`src/rtl/maxil_pkg.sv`:
```
// rtl/maxil_pkg.sv - shared constants for the AXI4-Lite master read engine
// Holds the FSM state encoding and the AXI response codes.
package maxil_pkg;

    // FSM state encoding
    localparam logic [1:0] IDLE = 2'd0;
    localparam logic [1:0] ADDR = 2'd1;
    localparam logic [1:0] DATA = 2'd2;
    localparam logic [1:0] RESP = 2'd3;

    // AXI response codes
    localparam logic [1:0] OKAY   = 2'b00;
    localparam logic [1:0] EXOKAY = 2'b01;
    localparam logic [1:0] SLVERR = 2'b10;
    localparam logic [1:0] DECERR = 2'b11;

endpackage

```
`src/rtl/sat_counter.sv`:
```
// rtl/sat_counter.sv - saturating up-counter with synchronous active-high reset
// Ports: clk, rst (sync, active-high), inc (count enable), count (current value).
module sat_counter #(
    parameter int WIDTH = 16
) (
    input  logic             clk,
    input  logic             rst,
    input  logic             inc,
    output logic [WIDTH-1:0] count
);

    logic [WIDTH-1:0] count_q;
    logic [WIDTH-1:0] count_d;

    // Holds at all-ones instead of wrapping.
    always_comb begin
        count_d = count_q;
        if (inc && (count_q != {WIDTH{1'b1}})) begin
            count_d = count_q + 1'b1;
        end
    end

    always_ff @(posedge clk) begin
        if (rst) begin
            count_q <= '0;
        end else begin
            count_q <= count_d;
        end
    end

    assign count = count_q;

endmodule

```
`src/rtl/maxil_read_top.sv`:
```
// rtl/maxil_read_top.sv - AXI4-Lite master read engine, one outstanding transaction
// Ports:
//   maxil_read_top_clk/rst            clock, synchronous active-high reset
//   cmd_valid/ready/addr/prot         requester command (single-word read)
//   maxil_read_ar*                    AXI AR channel (registered outputs)
//   maxil_read_r*                     AXI R channel (rready registered)
//   rsp_valid/ready/data/resp         captured response back to the requester
//   rd_count/err_count                saturating debug counters
module maxil_read_top
    import maxil_pkg::*;
#(
    parameter int ADDR_W = 32,
    parameter int DATA_W = 32,
    parameter int CNT_W  = 16
) (
    input  logic              maxil_read_top_clk,
    input  logic              maxil_read_top_rst,
    input  logic              cmd_valid,
    output logic              cmd_ready,
    input  logic [ADDR_W-1:0] cmd_addr,
    input  logic [2:0]        cmd_prot,
    output logic              maxil_read_arvalid,
    input  logic              maxil_read_arready,
    output logic [ADDR_W-1:0] maxil_read_araddr,
    output logic [2:0]        maxil_read_arprot,
    input  logic              maxil_read_rvalid,
    output logic              maxil_read_rready,
    input  logic [DATA_W-1:0] maxil_read_rdata,
    input  logic [1:0]        maxil_read_rresp,
    output logic              rsp_valid,
    input  logic              rsp_ready,
    output logic [DATA_W-1:0] rsp_data,
    output logic [1:0]        rsp_resp,
    output logic [CNT_W-1:0]  rd_count,
    output logic [CNT_W-1:0]  err_count
);

    logic [1:0]        state_q,     state_d;
    logic              arvalid_q,   arvalid_d;
    logic [ADDR_W-1:0] araddr_q,    araddr_d;
    logic [2:0]        arprot_q,    arprot_d;
    logic              rready_q,    rready_d;
    logic              rsp_valid_q, rsp_valid_d;
    logic [DATA_W-1:0] rsp_data_q,  rsp_data_d;
    logic [1:0]        rsp_resp_q,  rsp_resp_d;

    logic rd_inc;
    logic err_inc;

    // R handshake: rready is high exactly while in DATA.
    assign rd_inc  = (state_q == DATA) && maxil_read_rvalid;
    assign err_inc = rd_inc && ((maxil_read_rresp == SLVERR) || (maxil_read_rresp == DECERR));

    always_comb begin
        state_d     = state_q;
        arvalid_d   = arvalid_q;
        araddr_d    = araddr_q;
        arprot_d    = arprot_q;
        rready_d    = rready_q;
        rsp_valid_d = rsp_valid_q;
        rsp_data_d  = rsp_data_q;
        rsp_resp_d  = rsp_resp_q;
        case (state_q)
            IDLE: begin
                if (cmd_valid) begin
                    // Low two bits are dropped to force word alignment.
                    araddr_d  = cmd_addr & ~ADDR_W'(3);
                    arprot_d  = cmd_prot;
                    arvalid_d = 1'b1;
                    state_d   = ADDR;
                end
            end
            ADDR: begin
                if (maxil_read_arready) begin
                    arvalid_d = 1'b0;
                    rready_d  = 1'b1;
                    state_d   = DATA;
                end
            end
            DATA: begin
                if (maxil_read_rvalid) begin
                    rsp_data_d  = maxil_read_rdata;
                    rsp_resp_d  = maxil_read_rresp;
                    rready_d    = 1'b0;
                    rsp_valid_d = 1'b1;
                    state_d     = RESP;
                end
            end
            RESP: begin
                if (rsp_ready) begin
                    rsp_valid_d = 1'b0;
                    state_d     = IDLE;
                end
            end
            default: begin
                state_d = IDLE;
            end
        endcase
    end

    always_ff @(posedge maxil_read_top_clk) begin
        if (maxil_read_top_rst) begin
            state_q     <= IDLE;
            arvalid_q   <= 1'b0;
            araddr_q    <= '0;
            arprot_q    <= '0;
            rready_q    <= 1'b0;
            rsp_valid_q <= 1'b0;
            rsp_data_q  <= '0;
            rsp_resp_q  <= '0;
        end else begin
            state_q     <= state_d;
            arvalid_q   <= arvalid_d;
            araddr_q    <= araddr_d;
            arprot_q    <= arprot_d;
            rready_q    <= rready_d;
            rsp_valid_q <= rsp_valid_d;
            rsp_data_q  <= rsp_data_d;
            rsp_resp_q  <= rsp_resp_d;
        end
    end

    sat_counter #(.WIDTH(CNT_W)) u_rd_count (
        .clk   (maxil_read_top_clk),
        .rst   (maxil_read_top_rst),
        .inc   (rd_inc),
        .count (rd_count)
    );

    sat_counter #(.WIDTH(CNT_W)) u_err_count (
        .clk   (maxil_read_top_clk),
        .rst   (maxil_read_top_rst),
        .inc   (err_inc),
        .count (err_count)
    );

    assign cmd_ready          = (state_q == IDLE);
    assign maxil_read_arvalid = arvalid_q;
    assign maxil_read_araddr  = araddr_q;
    assign maxil_read_arprot  = arprot_q;
    assign maxil_read_rready  = rready_q;
    assign rsp_valid          = rsp_valid_q;
    assign rsp_data           = rsp_data_q;
    assign rsp_resp           = rsp_resp_q;

endmodule
```
`config.mk`:
```
export PLATFORM = sky130hd
export DESIGN_NAME = maxil_read_top
export DESIGN_NICKNAME = d
export VERILOG_FILES = /design/src/rtl/maxil_pkg.sv /design/src/rtl/sat_counter.sv /design/src/rtl/maxil_read_top.sv
export SDC_FILE = /design/constraint.sdc
export NUM_CORES = 1
export LEC_CHECK = 0
export CORE_ASPECT_RATIO = 0.6
export CORE_UTILIZATION = 46
export DETAILED_ROUTE_END_ITERATION = 12
export PLACE_DENSITY = 0.92
export SYNTH_ARGS = -nofsm -noshare
export SYNTH_HDL_FRONTEND = slang
export SYNTH_SLANG_ARGS = --single-unit
```
`constraint.sdc`:
```
create_clock -name maxil_read_top_clk -period 2.6 [get_ports maxil_read_top_clk]
set_input_delay 0.26 -clock maxil_read_top_clk [delete_from_list [all_inputs] [get_ports maxil_read_top_clk]]
set_output_delay 0.26 -clock maxil_read_top_clk [all_outputs]
set_load 0.02 [all_outputs]
```
Word-level counts from Yosys, hierarchy flattened
Cells that the tools add are included.

word-level totals
  bits in read-only memories = 0
  output and inout port bits = 105
  bits of input ports = 75
  memory bits (writable) = 0
  memories kept = 0
  bits in registers = 104
  bits in latches = 0
  word-level logic and storage cells = 52

operators by class
  bitwise operators = 0
  multiply operators = 0
  shift-type cells = 0
  $lt $le $gt $ge = 0
  equality and inequality tests = 11
  reduce and logical (&&, ||, !) cells = 15
  mux-type cells = 14
  add/sub/neg operators = 2
  div/mod/pow operators = 0

operator list
  cell                                                                    number
  16-bit by 1-bit adder with 16-bit output (second input constant)        2
  16-bit inequality test (second input constant)                          2
  3-bit AND reduction                                                     3
  2-bit equality test (second input constant)                             4
  2-bit two-way mux                                                       4
  2-bit inequality test (second input constant)                           4
  2-bit one-hot mux with 4 select lines                                   1
  1-bit two-way mux                                                       6
  1-bit one-hot mux with 2 select lines                                   3
  2-bit nonzero test                                                      3
  1-bit logical AND                                                       4
  2-bit AND reduction                                                     2
  4-bit AND reduction                                                     1
  2-bit by 1-bit equality test with 1-bit output (second input constant)  1
  2-bit zero test                                                         1
  1-bit logical OR                                                        1

Depth between registers and ports, before layout
  word-level depth = 4
  gate-level depth with buffers = 9
  depth with buffers taken out = 6

Modules after synthesis
A second synthesis with hierarchy kept.

unflattened totals
  cell total of the unflattened synthesis = 537
  area, all modules = 4,419.2 um2

by module, submodules not included
  module          area each (um2)  sequential area each (um2)  cells an instance  times used
  maxil_read_top  2,722.6          1,441.4                     339                1
  sat_counter     848.3            320.3                       99                 2

Worst setup path before layout
OpenSTA, ideal clock, no wires.

  path kind = reg2reg
  start point = register state_q[0]
  end point = register u_err_count.count_q[15], in the netlist u_err_count.count[15]
  stages on the path, launching flop included = 9
  clock period less this slack = 1.766 ns
  setup slack = 0.834 ns
  arrival time = 1.645 ns
  path buffers = 2
  cells stage by stage = dfxtp_1 inv_1 ha_1 buf_4 and2_1 buf_2 nand3_2 nor4_1 mux2_2

between the ends
  word-level cells in the longest chain between the ends = 4

RTL lines
  what                      RTL line               source
  start: declaration        maxil_read_top.sv:38   logic [1:0] state_q, state_d;
  start signal: assignment  maxil_read_top.sv:112  state_q <= state_d;
  2-bit equality test       maxil_read_top.sv:51   assign rd_inc = (state_q == DATA) && maxil_read_rvalid;
  1-bit logical AND         maxil_read_top.sv:51
  1-bit logical AND         maxil_read_top.sv:52   assign err_inc = rd_inc && ((maxil_read_rresp == SLVERR) || (maxil_read_rresp == DECERR));
  1-bit logical AND         sat_counter.sv:18      if (inc && (count_q != {WIDTH{1'b1}})) begin
  end signal: assignment    sat_counter.sv:27      count_q <= count_d;
  end: declaration          sat_counter.sv:12      logic [WIDTH-1:0] count_q;

Every way passes these cells.
A chain may end at the register's enable or synchronous reset.

Worst setup path after layout
  start point = register state_q[0]
  end point = register u_err_count.count_q[11], in the netlist u_err_count.count[11]

Same word-level chain as after synthesis.

==> impl_results.html <==
<table>
<tr><th>Metric</th><th>Value</th></tr>
<tr><th colspan="2">Routing</th></tr>
<tr><td>Avg WL per Cell</td><td>15.2 um</td></tr>
<tr><td>Initial DRC Count</td><td>312</td></tr>
<tr><td>Number of search-and-repair iterations in the first detailed-routing pass</td><td>4</td></tr>
<tr><td>DRC errors left</td><td>0</td></tr>
<tr><td>Count of antenna-violating nets left after detailed routing</td><td>0</td></tr>
<tr><td>Vias</td><td>4,450</td></tr>
<tr><td>Post-Route WL</td><td>12,300 um</td></tr>
<tr><td>Via-to-Cell Ratio</td><td>5.48</td></tr>
<tr><th colspan="2">Finish</th></tr>
<tr><td>End-of-flow core utilization</td><td>72.8%</td></tr>
<tr><td>Final net count</td><td>776</td></tr>
<tr><td>Filler cell count</td><td>645</td></tr>
<tr><td>Area Overhead vs Synth</td><td>48.3%</td></tr>
<tr><td>Multi-input logic area</td><td>2070 sq um</td></tr>
<tr><td>Final cell count without fillers</td><td>812</td></tr>
<tr><td>Sequential Area</td><td>2080 sq um</td></tr>
<tr><td>Fraction of final layout cells with drive strength greater than 1</td><td>5.71%</td></tr>
<tr><td>Ant diodes</td><td>0</td></tr>
<tr><th colspan="2">STA</th></tr>
<tr><td>Smallest setup slack after layout</td><td>0.368 ns</td></tr>
<tr><td>Final Hold Fails</td><td>0</td></tr>
<tr><td>Final setup violation count</td><td>0</td></tr>
<tr><td>Worst-margin pin slew</td><td>0.683 ns</td></tr>
<tr><td>Final sum of negative setup slack</td><td>0 ns</td></tr>
<tr><td>Clock skew after layout</td><td>0.00418 ns</td></tr>
<tr><td>Fmax achieved</td><td>448 MHz</td></tr>
<tr><td>Max-slew violation count</td><td>0</td></tr>
<tr><td>RSZ-0062 raised after global routing</td><td>false</td></tr>
<tr><td>Final period demand of the worst path</td><td>2.23 ns</td></tr>
<tr><td>Final clock period utilization by the worst path</td><td>85.8%</td></tr>
<tr><td>Relative slew slack</td><td>54.1%</td></tr>
<tr><th colspan="2">Setup path</th></tr>
<tr><td>Reg2reg start</td><td>state_q[0]$_SDFFE_PP0P_</td></tr>
<tr><td>Setup crit start kind</td><td>flip-flop</td></tr>
<tr><td>Cell depth of the worst flop-to-flop path</td><td>6</td></tr>
<tr><td>Arrival time reported for the critical path endpoint</td><td>2.46 ns</td></tr>
<tr><td>FF-to-FF End</td><td>u_err_count.count[11]$_SDFFE_PP0P_</td></tr>
<tr><td>Reg2reg setup slack</td><td>0.37 ns</td></tr>
<tr><td>CP Max Fanout</td><td>10</td></tr>
<tr><td>Worst Setup Path Type</td><td>flip-flop to flip-flop</td></tr>
<tr><td>Kind of end point of the critical path</td><td>flip-flop</td></tr>
<tr><td>Required time at the endpoint of the critical path</td><td>2.83 ns</td></tr>
<tr><th colspan="2">Clock tree</th></tr>
<tr><td>Largest buffer count on any clock path</td><td>2</td></tr>
<tr><td>Number of buffers added for setup after CTS</td><td>0</td></tr>
<tr><td>Clock root buffer master</td><td>sky130_fd_sc_hd__clkbuf_16</td></tr>
<tr><td>Clock slew at reported path FFs</td><td>0.07 ns</td></tr>
<tr><td>Clock latency reported for the late side of the worst-skew pair</td><td>0.34 ns</td></tr>
<tr><td>Post-CTS Hold Buffers</td><td>0</td></tr>
<tr><td>Clock tree from TritonCTS</td><td>done</td></tr>
<tr><td>H-tree lvl count</td><td>3</td></tr>
<tr><td>Quantity of gates resized following cts</td><td>0</td></tr>
<tr><td>Clk sink count</td><td>104</td></tr>
<tr><td>Total CTS buffers</td><td>9</td></tr>
<tr><th colspan="2">Global routing</th></tr>
<tr><td>Total global routing overflow</td><td>0</td></tr>
<tr><td>GR met1 Demand/Resource</td><td>28.9%</td></tr>
<tr><td>Pin count of the biggest net entering global routing</td><td>42</td></tr>
<tr><td>GRT Util Overall</td><td>24.9%</td></tr>
<tr><td>Met3 capacity usage during global routing</td><td>8.65%</td></tr>
<tr><td>Vias in the first global route</td><td>4,134</td></tr>
<tr><td>Met2 global-route usage</td><td>43.7%</td></tr>
<tr><td>Routing layer with the top usage in global route</td><td>met2</td></tr>
<tr><td>Number of antenna violations at the first check in global routing</td><td>0</td></tr>
<tr><td>First-pass GRT wire length</td><td>19,500 um</td></tr>
<tr><th colspan="2">Yosys</th></tr>
<tr><td>Number of enable flip-flop cells after synthesis</td><td>0</td></tr>
<tr><td>Number of flip-flops and latches in the synthesized netlist</td><td>104</td></tr>
<tr><td>Sequential element share of the synthesized area</td><td>48.3%</td></tr>
<tr><td>Warning count from the yosys run</td><td>0</td></tr>
<tr><td>Number of standard cells after synthesis</td><td>534</td></tr>
<tr><td>Synthesized cell area</td><td>4310 sq um</td></tr>
<tr><td>Netlist cell types</td><td>48</td></tr>
<tr><td>Synthesized area per cell</td><td>8.08 sq um</td></tr>
<tr><td>Most used DFF post-synth</td><td>sky130_fd_sc_hd__dfxtp_1</td></tr>
<tr><td>Async set or reset register ratio after synthesis</td><td>0%</td></tr>
<tr><th colspan="2">Power</th></tr>
<tr><td>Sw frac</td><td>33.0%</td></tr>
<tr><td>P per Cell Area</td><td>725 nW/um^2</td></tr>
<tr><td>Cell Int Power</td><td>3.11 mW</td></tr>
<tr><td>Proportion of power drawn by combinational gates</td><td>31.1%</td></tr>
<tr><td>Total power after layout</td><td>4.63 mW</td></tr>
<tr><td>Psw</td><td>1.53 mW</td></tr>
<tr><td>Flop pwr share</td><td>41.2%</td></tr>
<tr><td>Worst ir drop on vdd</td><td>0.415 mV</td></tr>
<tr><td>Cell leakage power</td><td>2.25 nW</td></tr>
<tr><td>Share of power burned in the clock network</td><td>27.7%</td></tr>
<tr><th colspan="2">Job</th></tr>
<tr><td>Max-Cap Viols</td><td>0</td></tr>
<tr><th colspan="2">Place</th></tr>
<tr><td>Worst-case setup slack after placement</td><td>0.323 ns</td></tr>
<tr><td>Gp weighted congestion</td><td>0.862</td></tr>
<tr><td>DP Cell Count</td><td>796</td></tr>
<tr><td>Placed wire-length estimate</td><td>8860 um</td></tr>
<tr><td>Count of buffers inserted at the top-level ports</td><td>175</td></tr>
<tr><th colspan="2">Floorplanning</th></tr>
<tr><td>Vertical die dimension</td><td>77.0 um</td></tr>
<tr><td>Std-Cell Core Area</td><td>8780 sq um</td></tr>
<tr><td>Horiz. Die Dim</td><td>127 um</td></tr>
<tr><td>Initial Utilization</td><td>49.1%</td></tr>
<tr><td>Area enclosed by the die boundary</td><td>9780 sq um</td></tr>
<tr><td>Top-Level Pins</td><td>180</td></tr>
<tr><td>Site Rows</td><td>26</td></tr>
<tr><th colspan="2">Min path</th></tr>
<tr><td>Hold crit path type</td><td>primary input to flip-flop</td></tr>
<tr><td>Hold Path Stages</td><td>2</td></tr>
<tr><td>Hold worst-path end</td><td>state_q[1]$_SDFFE_PP0P_</td></tr>
<tr><td>Launch point of the worst hold path</td><td>maxil_read_top_rst</td></tr>
<tr><th colspan="2">Run status</th></tr>
<tr><td>Status</td><td>complete, no violations</td></tr>
</table>
-- cells in the final DEF, fill, tap and decap left out, types with 2 or more instances in the layout --
master                              n
sky130_fd_sc_hd__clkdlybuf4s50_1  174
sky130_fd_sc_hd__nand2_1          146
sky130_fd_sc_hd__dfxtp_1          104
sky130_fd_sc_hd__a21oi_1           91
sky130_fd_sc_hd__nor2_1            20
sky130_fd_sc_hd__nand3_1           13
sky130_fd_sc_hd__o21ai_0           13
sky130_fd_sc_hd__nor2b_1           11
sky130_fd_sc_hd__nand4_1            9
sky130_fd_sc_hd__nor3_1             9
sky130_fd_sc_hd__clkbuf_16          9
sky130_fd_sc_hd__o31ai_1            8
sky130_fd_sc_hd__inv_1              7
sky130_fd_sc_hd__and3_1             7
sky130_fd_sc_hd__or4_1              7
sky130_fd_sc_hd__buf_4              7
sky130_fd_sc_hd__ha_1               6
sky130_fd_sc_hd__or3_1              5
sky130_fd_sc_hd__nor4_1             5
sky130_fd_sc_hd__mux2_2             5
sky130_fd_sc_hd__and2_1             4
sky130_fd_sc_hd__and4_1             3
sky130_fd_sc_hd__clkinvlp_4         3
sky130_fd_sc_hd__nand4_2            2
sky130_fd_sc_hd__a211oi_1           2
sky130_fd_sc_hd__or2_2              2
sky130_fd_sc_hd__mux2i_1            2
sky130_fd_sc_hd__conb_1             2
sky130_fd_sc_hd__clkinv_4           2
-- how the worst max path moves through the flow --
stage	startpoint	endpoint	slack, ns	cells after the start
3_5_place_dp	maxil_read_rvalid	u_err_count.count[15]$_SDFFE_PP0P_	0.32	5
5_1_grt	state_q[0]$_SDFFE_PP0P_	u_err_count.count[11]$_SDFFE_PP0P_	0.25	6
2_1_floorplan	state_q[0]$_SDFFE_PP0P_	u_err_count.count[15]$_SDFFE_PP0P_	0.83	8
6_report	state_q[0]$_SDFFE_PP0P_	u_err_count.count[11]$_SDFFE_PP0P_	0.37	6
3_3_place_gp	maxil_read_rvalid	u_err_count.count[11]$_SDFFE_PP0P_	0.36	5
4_1_cts	state_q[0]$_SDFFE_PP0P_	u_err_count.count[11]$_SDFFE_PP0P_	0.39	6
-- metal layers --
layer / vias up / wire length [um]
li1: 2165 / -
met1: 2076 / 5100
met2: 197 / 6020
met3: 12 / 1050
met4: 0 / 139
met5: - / 0
-- metrics by stage --
stage	hold slack, ns	instance area [sq um]
2_1_floorplan	0.396	4320
4_1_cts	0.303	6390
5_1_grt	0.322	6390
6_report	0.316	6390
3_5_place_dp	0.448	6110
3_3_place_gp	0.442	6110
-- state kept, by name (all words and copies together), names as in the netlist --
| register | flops |
|---|---|
| rsp_data | 32 |
| maxil_read_araddr | 30 |
| u_err_count.count | 16 |
| u_rd_count.count | 16 |
| maxil_read_arprot | 3 |
| rsp_resp | 2 |
| state_q | 2 |
| maxil_read_arvalid | 1 |
| maxil_read_rready | 1 |
| rsp_valid | 1 |
-- cells by family after synthesis --
logic type      count (synthesis)  share of synthesized area, %
fa+ha+maj                       6                          1.74
other cells                     1                        0.0869
mux                             7                          1.77
xor+xnor                        1                         0.203
buf+inv                        39                          3.86
compound gates                125                          16.2
simple gates                  251                          27.9
flops                         104                          48.3
-- worst max-delay path, cell delays in order (launching register included) --
cell and delay, ns:
sky130_fd_sc_hd__dfxtp_1 0.35, sky130_fd_sc_hd__inv_1 0.09, sky130_fd_sc_hd__ha_1 0.36, sky130_fd_sc_hd__and2_1 0.36, sky130_fd_sc_hd__nand3_2 0.24, sky130_fd_sc_hd__nor4_1 0.35, sky130_fd_sc_hd__mux2_2 0.37
-- layout make-up --
class,count,area share (%)
Tap cell,112,2.19
Clock buffer,10,3.74
Timing Repair Buffer,181,28.1
Multi-Input combinational cell,392,32.3
Clock inverter,6,0.704
Inverter,7,0.411
Sequential cell,104,32.6
-- cells in the mapped netlist (all sizes together) (2+ instances only) --
cell | count | area (sq um)
a211oi | 2 | 15.0
a21oi | 91 | 455
and2 | 4 | 25.0
and3 | 7 | 43.8
and4 | 3 | 26.3
buf | 17 | 83.8
clkbuf | 15 | 56.3
dfxtp | 104 | 2080
ha | 6 | 75.1
inv | 7 | 26.3
mux2 | 5 | 56.3
mux2i | 2 | 20.0
nand2 | 146 | 548
nand3 | 15 | 92.6
nand4 | 11 | 81.3
nor2 | 20 | 75.1
nor2b | 11 | 68.8
nor3 | 10 | 55.1
nor4 | 7 | 65.1
o21ai | 13 | 65.1
o31ai | 8 | 60.1
or2 | 3 | 21.3
or3 | 5 | 31.3
or4 | 8 | 61.3
-- power by group through the flow --
stage          combinational [mW]  sequential (mW)  clock, mW
2_1_floorplan               0.594             2.15          0
3_3_place_gp                 1.40             1.93          0
3_5_place_dp                 1.44             1.94          0
4_1_cts                      1.45             1.91       1.31
5_1_grt                      1.56             1.93       1.37
6_report                     1.44             1.91       1.28
No activity file was read; power rests on OpenSTA's default activity.
